[config.mk]
export PLATFORM = sky130hd
export DESIGN_NAME = tlul_err_resp64
export DESIGN_NICKNAME = d
export VERILOG_FILES = /design/src/rtl/tlul_pkg.sv /design/src/rtl/tlul_err_resp64_cnt.sv /design/src/rtl/tlul_err_resp64.sv
export SDC_FILE = /design/constraint.sdc
export NUM_CORES = 1
export LEC_CHECK = 0
export CAP_MARGIN = 20
export CORE_AREA = 2 2 92 94
export CTS_CLUSTER_SIZE = 25
export DETAILED_ROUTE_END_ITERATION = 8
export DIE_AREA = 0 0 94 96
export HOLD_SLACK_MARGIN = 0.15
export PLACE_DENSITY = 0.64
export SYNTH_ARGS = -nofsm -noshare
export SYNTH_HDL_FRONTEND = slang
export SYNTH_HIERARCHICAL = 1
export SYNTH_SLANG_ARGS = --single-unit
[constraint.sdc]
create_clock -name clk_i -period 2.35 [get_ports clk_i]
set_clock_uncertainty 0.1 [all_clocks]
set_input_delay 0.235 -clock clk_i [delete_from_list [all_inputs] [get_ports clk_i]]
set_output_delay 0.235 -clock clk_i [all_outputs]
set_load 0.03 [all_outputs]
[src/rtl/tlul_pkg.sv]
// Shared TL-UL 64-bit channel types, opcodes and error-responder state encoding.
package tlul_pkg;

    localparam int unsigned TL_DW64 = 64;
    localparam int unsigned TL_AW   = 32;
    localparam int unsigned TL_DBW  = TL_DW64 / 8;
    localparam int unsigned TL_SZW  = 2;
    localparam int unsigned TL_AIW  = 8;
    localparam int unsigned TL_DIW  = 1;

    typedef enum logic [2:0] {
        PutFullData    = 3'h0,
        PutPartialData = 3'h1,
        Get            = 3'h4
    } tl_a_op_e;

    typedef enum logic [2:0] {
        AccessAck     = 3'h0,
        AccessAckData = 3'h1
    } tl_d_op_e;

    typedef enum logic {
        ErrIdle,
        ErrResp
    } err_resp_state_e;

    typedef struct packed {
        logic [6:0] cmd_intg;
        logic [7:0] data_intg;
    } tl_a_user_t;

    typedef struct packed {
        logic [6:0] rsp_intg;
        logic [7:0] data_intg;
    } tl_d_user_t;

    localparam tl_d_user_t TL_D_USER_DEFAULT = '{rsp_intg: '0, data_intg: '0};

    typedef struct packed {
        logic               a_valid;
        tl_a_op_e           a_opcode;
        logic [2:0]         a_param;
        logic [TL_SZW-1:0]  a_size;
        logic [TL_AIW-1:0]  a_source;
        logic [TL_AW-1:0]   a_address;
        logic [TL_DBW-1:0]  a_mask;
        logic [TL_DW64-1:0] a_data;
        tl_a_user_t         a_user;
        logic               d_ready;
    } tl_h2d_t64;

    typedef struct packed {
        logic               d_valid;
        tl_d_op_e           d_opcode;
        logic [2:0]         d_param;
        logic [TL_SZW-1:0]  d_size;
        logic [TL_AIW-1:0]  d_source;
        logic [TL_DIW-1:0]  d_sink;
        logic [TL_DW64-1:0] d_data;
        tl_d_user_t         d_user;
        logic               d_error;
        logic               a_ready;
    } tl_d2h_t64;

endpackage

[src/rtl/tlul_err_resp64_cnt.sv]
// Saturating event counter for the 64-bit TL-UL error responder.
module tlul_err_resp64_cnt #(
    parameter int unsigned CntW = 8
) (
    input  logic            clk,
    input  logic            rst_n,
    input  logic            inc,
    output logic [CntW-1:0] cnt
);

    logic [CntW-1:0] cnt_q;

    always_ff @(posedge clk or negedge rst_n) begin
        if (!rst_n) begin
            cnt_q <= '0;
        end else if (inc && (cnt_q != {CntW{1'b1}})) begin
            cnt_q <= cnt_q + 1'b1;
        end
    end

    assign cnt = cnt_q;

endmodule

[src/rtl/tlul_err_resp64.sv]
// TL-UL 64-bit error responder: answers one steered A beat with a d_error=1 response.
// Optional saturating error counter on err_cnt_o when TLUL_ERR_RESP64_CNT_EN is defined.
module tlul_err_resp64
    import tlul_pkg::*;
#(
    parameter int unsigned CntW = 8
) (
    input  logic            clk_i,
    input  logic            rst_ni,
    input  tl_h2d_t64       tl_h2d_i,
    output tl_d2h_t64       tl_d2h_o
`ifdef TLUL_ERR_RESP64_CNT_EN
    ,
    output logic [CntW-1:0] err_cnt_o
`endif
);

    err_resp_state_e   state_q;
    err_resp_state_e   state_d;
    logic              is_get_q;
    logic [TL_SZW-1:0] size_q;
    logic [TL_AIW-1:0] source_q;
    logic              a_hs;

    assign a_hs = tl_h2d_i.a_valid && (state_q == ErrIdle);

    always_comb begin
        state_d = state_q;
        unique case (state_q)
            ErrIdle: if (tl_h2d_i.a_valid) state_d = ErrResp;
            ErrResp: if (tl_h2d_i.d_ready) state_d = ErrIdle;
            default: state_d = ErrIdle;
        endcase
    end

    always_ff @(posedge clk_i or negedge rst_ni) begin
        if (!rst_ni) begin
            state_q  <= ErrIdle;
            is_get_q <= 1'b0;
            size_q   <= '0;
            source_q <= '0;
        end else begin
            state_q <= state_d;
            if (a_hs) begin
                is_get_q <= (tl_h2d_i.a_opcode == Get);
                size_q   <= tl_h2d_i.a_size;
                source_q <= tl_h2d_i.a_source;
            end
        end
    end

    // Response fields decode only from registered state, never from A inputs.
    always_comb begin
        tl_d2h_o          = '0;
        tl_d2h_o.d_valid  = (state_q == ErrResp);
        tl_d2h_o.a_ready  = (state_q == ErrIdle);
        tl_d2h_o.d_opcode = is_get_q ? AccessAckData : AccessAck;
        tl_d2h_o.d_param  = '0;
        tl_d2h_o.d_size   = size_q;
        tl_d2h_o.d_source = source_q;
        tl_d2h_o.d_sink   = '0;
        tl_d2h_o.d_data   = is_get_q ? {TL_DW64{1'b1}} : '0;
        tl_d2h_o.d_user   = TL_D_USER_DEFAULT;
        tl_d2h_o.d_error  = 1'b1;
    end

    logic unused_a;
    assign unused_a = ^{tl_h2d_i.a_param, tl_h2d_i.a_address,
                        tl_h2d_i.a_mask, tl_h2d_i.a_data,
                        tl_h2d_i.a_user};

`ifdef TLUL_ERR_RESP64_CNT_EN
    tlul_err_resp64_cnt #(
        .CntW (CntW)
    ) u_cnt (
        .clk   (clk_i),
        .rst_n (rst_ni),
        .inc   (a_hs),
        .cnt   (err_cnt_o)
    );
`else
    logic [CntW-1:0] unused_cnt_w;
    assign unused_cnt_w = '0;
`endif

endmodule

==> summary.txt <==
Final layout
  • Nets: 287
  • Layout cells sized above 1: 0.122
  • Antenna diodes: 0
  • Area growth syn-to-layout: 45.2%
  • Fillers: 873
  • Final Util: 0.213

Logic synthesis
  • Commonest cells in the netlist: buf_4, dfrtp_1, mux2_4
  • Distinct cells, synth: 10
  • Dominant cell by count in the synthesized netlist: buf_4
  • Ranking of synthesized cells by area: buf_4, dfrtp_1, mux2_4
  • Syn Area/Cell: 9.99 um2
  • Gate Count Post-Synth: 118
  • Async set or reset register ratio after synthesis: 1.00
  • Ys flop type: dfrtp_1
  • Post-Syn Area: 0.00118 mm2
  • Synthesis warning total: 6
  • Post-synth EDFFs: 0
  • Post-synthesis sequential area ratio: 0.255
  • Synth top area share: 0.561
  • Area leader, netlist: buf_4
  • FF+latch count, synth: 12

Setup path
  • Worst Setup SP: is_get_q
  • Worst Setup Start Kind: flip-flop
  • Critical Path AT: 1590 ps
  • Critical R2R Launch: state_q
  • Crit-path max FO: 65
  • Critical Path RT: 2020 ps
  • CP Class: flip-flop to output port
  • CP endpoint kind: output port

CTS
  • Post-CTS Resized: 0
  • Worst-case clock buffer depth: 2
  • CTS tree: yes
  • Hold buffers post-CTS: 0
  • Clk slew on worst S/H paths: 50 ps
  • Clock Latency Late Sink: 240 ps
  • Clock sink count: 12
  • Cts bufs inserted: 3
  • Clock root buffer: clkbuf_8
  • Post CTS Setup Buffer Count: 0
  • H-tree levels: 1

Job
  • Max-capacitance violation count: 0

Placement
  • IO Port Bufs: 93
  • Placed wire-length estimate: 1.76 mm
  • Gp weighted congestion: 0.633
  • Setup WS pre-CTS: 609 ps

Status
  • Status: finished clean

Route
  • ANT nets after route: 0
  • Initial DRC count: 11
  • Via count: 651
  • Detailed Route WL: 2.18 mm
  • Pre-antenna DRT Iters: 3
  • Drc violations: 0
  • Vias per cell: 2.58
  • Routed wire per std cell: 8.66 um

Floorplanning
  • Row count: 33
  • Die height: 96 um
  • Die area: 0.00902 mm2
  • Core Box Area: 0.00805 mm2
  • Die Wd: 94 um
  • # IOs: 238
  • Starting density of the core: 0.146

GRT
  • Grt ovf: 0
  • First-pass GRT wire length: 2.61 mm
  • Vias in the first global route: 486
  • Largest net degree at the start of global routing: 66
  • GRT Total Usage: 0.0377
  • Antenna violations before repair: 0

STA
  • Setup TNS: 0 ps
  • Setup violations, final: 0
  • RSZ-0062 raised after global routing: false
  • Slew HR: 0.643
  • Post-route clock period utilization: 0.818
  • Worst Tran Pin Value: 534 ps
  • Final setup margin: 427 ps
  • Min Tclk post-route: 1920 ps
  • Max Transition Viols Final: 0
  • Fmax achieved: 520 MHz
  • Hold Vio Cnt, Final: 0

Min path
  • Hold Path Class: primary input to asynchronous set/reset pin

Pwr
  • Power Density: 813 mW/mm2
  • Switch share: 0.448
  • Clock Power Share: 0.160
  • Comb pwr share: 0.641
  • Seq pwr share: 0.199
  • Leak Pwr: 0.000679 uW
  • VDD IR-drop max: 0.389 mV
  • Total power: 1390 uW
  • Net switching power: 624 uW
  • Power Internal: 768 uW
## final timing paths
path	endpoint	slack, ps	cells past startpoint
min in group clk_i	source_q[3]	410	1
max in group asynchronous	is_get_q	1520	1
worst min-delay path	state_q	250	1
worst max register to register	source_q[4]	940	2
worst min register to register	source_q[3]	410	1
worst max-delay path	tl_d2h_o[49]	430	2
## logic make-up after synthesis
family,share of synthesized area
flip-flops,0.255
buffers and inverters,0.581
AND/OR/NAND/NOR,0.0180
multiplexers,0.134
other,0.00637
AO/OA/AOI/OAI,0.00637
## cell usage in the layout (no fill, tap or decap)
| cell | netlist | final |
|---|---|---|
| mux2_4 | 9 | 9 |
| clkdlybuf4s50_1 | 0 | 93 |
| buf_12 | 1 | 1 |
| dfrtp_1 | 12 | 11 |
| inv_1 | 1 | 1 |
| nor3b_1 | 1 | 1 |
| nor2b_4 | 1 | 1 |
| dfrtp_2 | 0 | 1 |
| clkbuf_8 | 0 | 4 |
| mux2_2 | 2 | 2 |
| o21bai_1 | 1 | 1 |
| conb_1 | 2 | 22 |
## critical path, stage by stage (launching register included)
cell             delay (ps)
dfrtp_2                 380
buf_12                  240
clkdlybuf4s50_1         720
## per-stage QoR
stage	hold WS, ps	std cells	instance area, um2
floorplan	-161	138	1250
global placement	391	248	1660
detailed placement	391	248	1660
CTS	272	252	1710
global route	301	252	1710
finish	248	252	1710
## routing by layer
layer / track usage / vias to the layer above / wire [um]
li1: - / 310 / -
met3: 0.0157 / 0 / 204
met2: 0.0732 / 44 / 1210
met1: 0.0364 / 297 / 766
met5: 0 / - / 0
met4: 0.0109 / 0 / 0
## final cells by class
type | instances | area (um2) | share of cell area
sequential | 12 | 302 | 0.176
multi-input combinational | 36 | 269 | 0.157
tap | 105 | 131 | 0.0768
clock buffer | 4 | 55.1 | 0.0322
inverter | 1 | 3.75 | 0.00219
timing repair buffer | 94 | 951 | 0.556
## sequential cells by signal (all words and copies together), names as in the netlist
signal	cells
size_q	2
is_get_q	1
state_q	1
source_q	8
## power by group through the flow
| stage | Clock, uW | Sequential (uW) | Combinational (uW) |
|---|---|---|---|
| final | 222 | 277 | 892 |
| after global placement | 0 | 280 | 894 |
| after global routing | 244 | 282 | 931 |
| after detailed placement | 0 | 278 | 902 |
| after CTS | 235 | 278 | 902 |
| after floorplan | 0 | 380 | 629 |
Power figures use the tool's default switching activity.
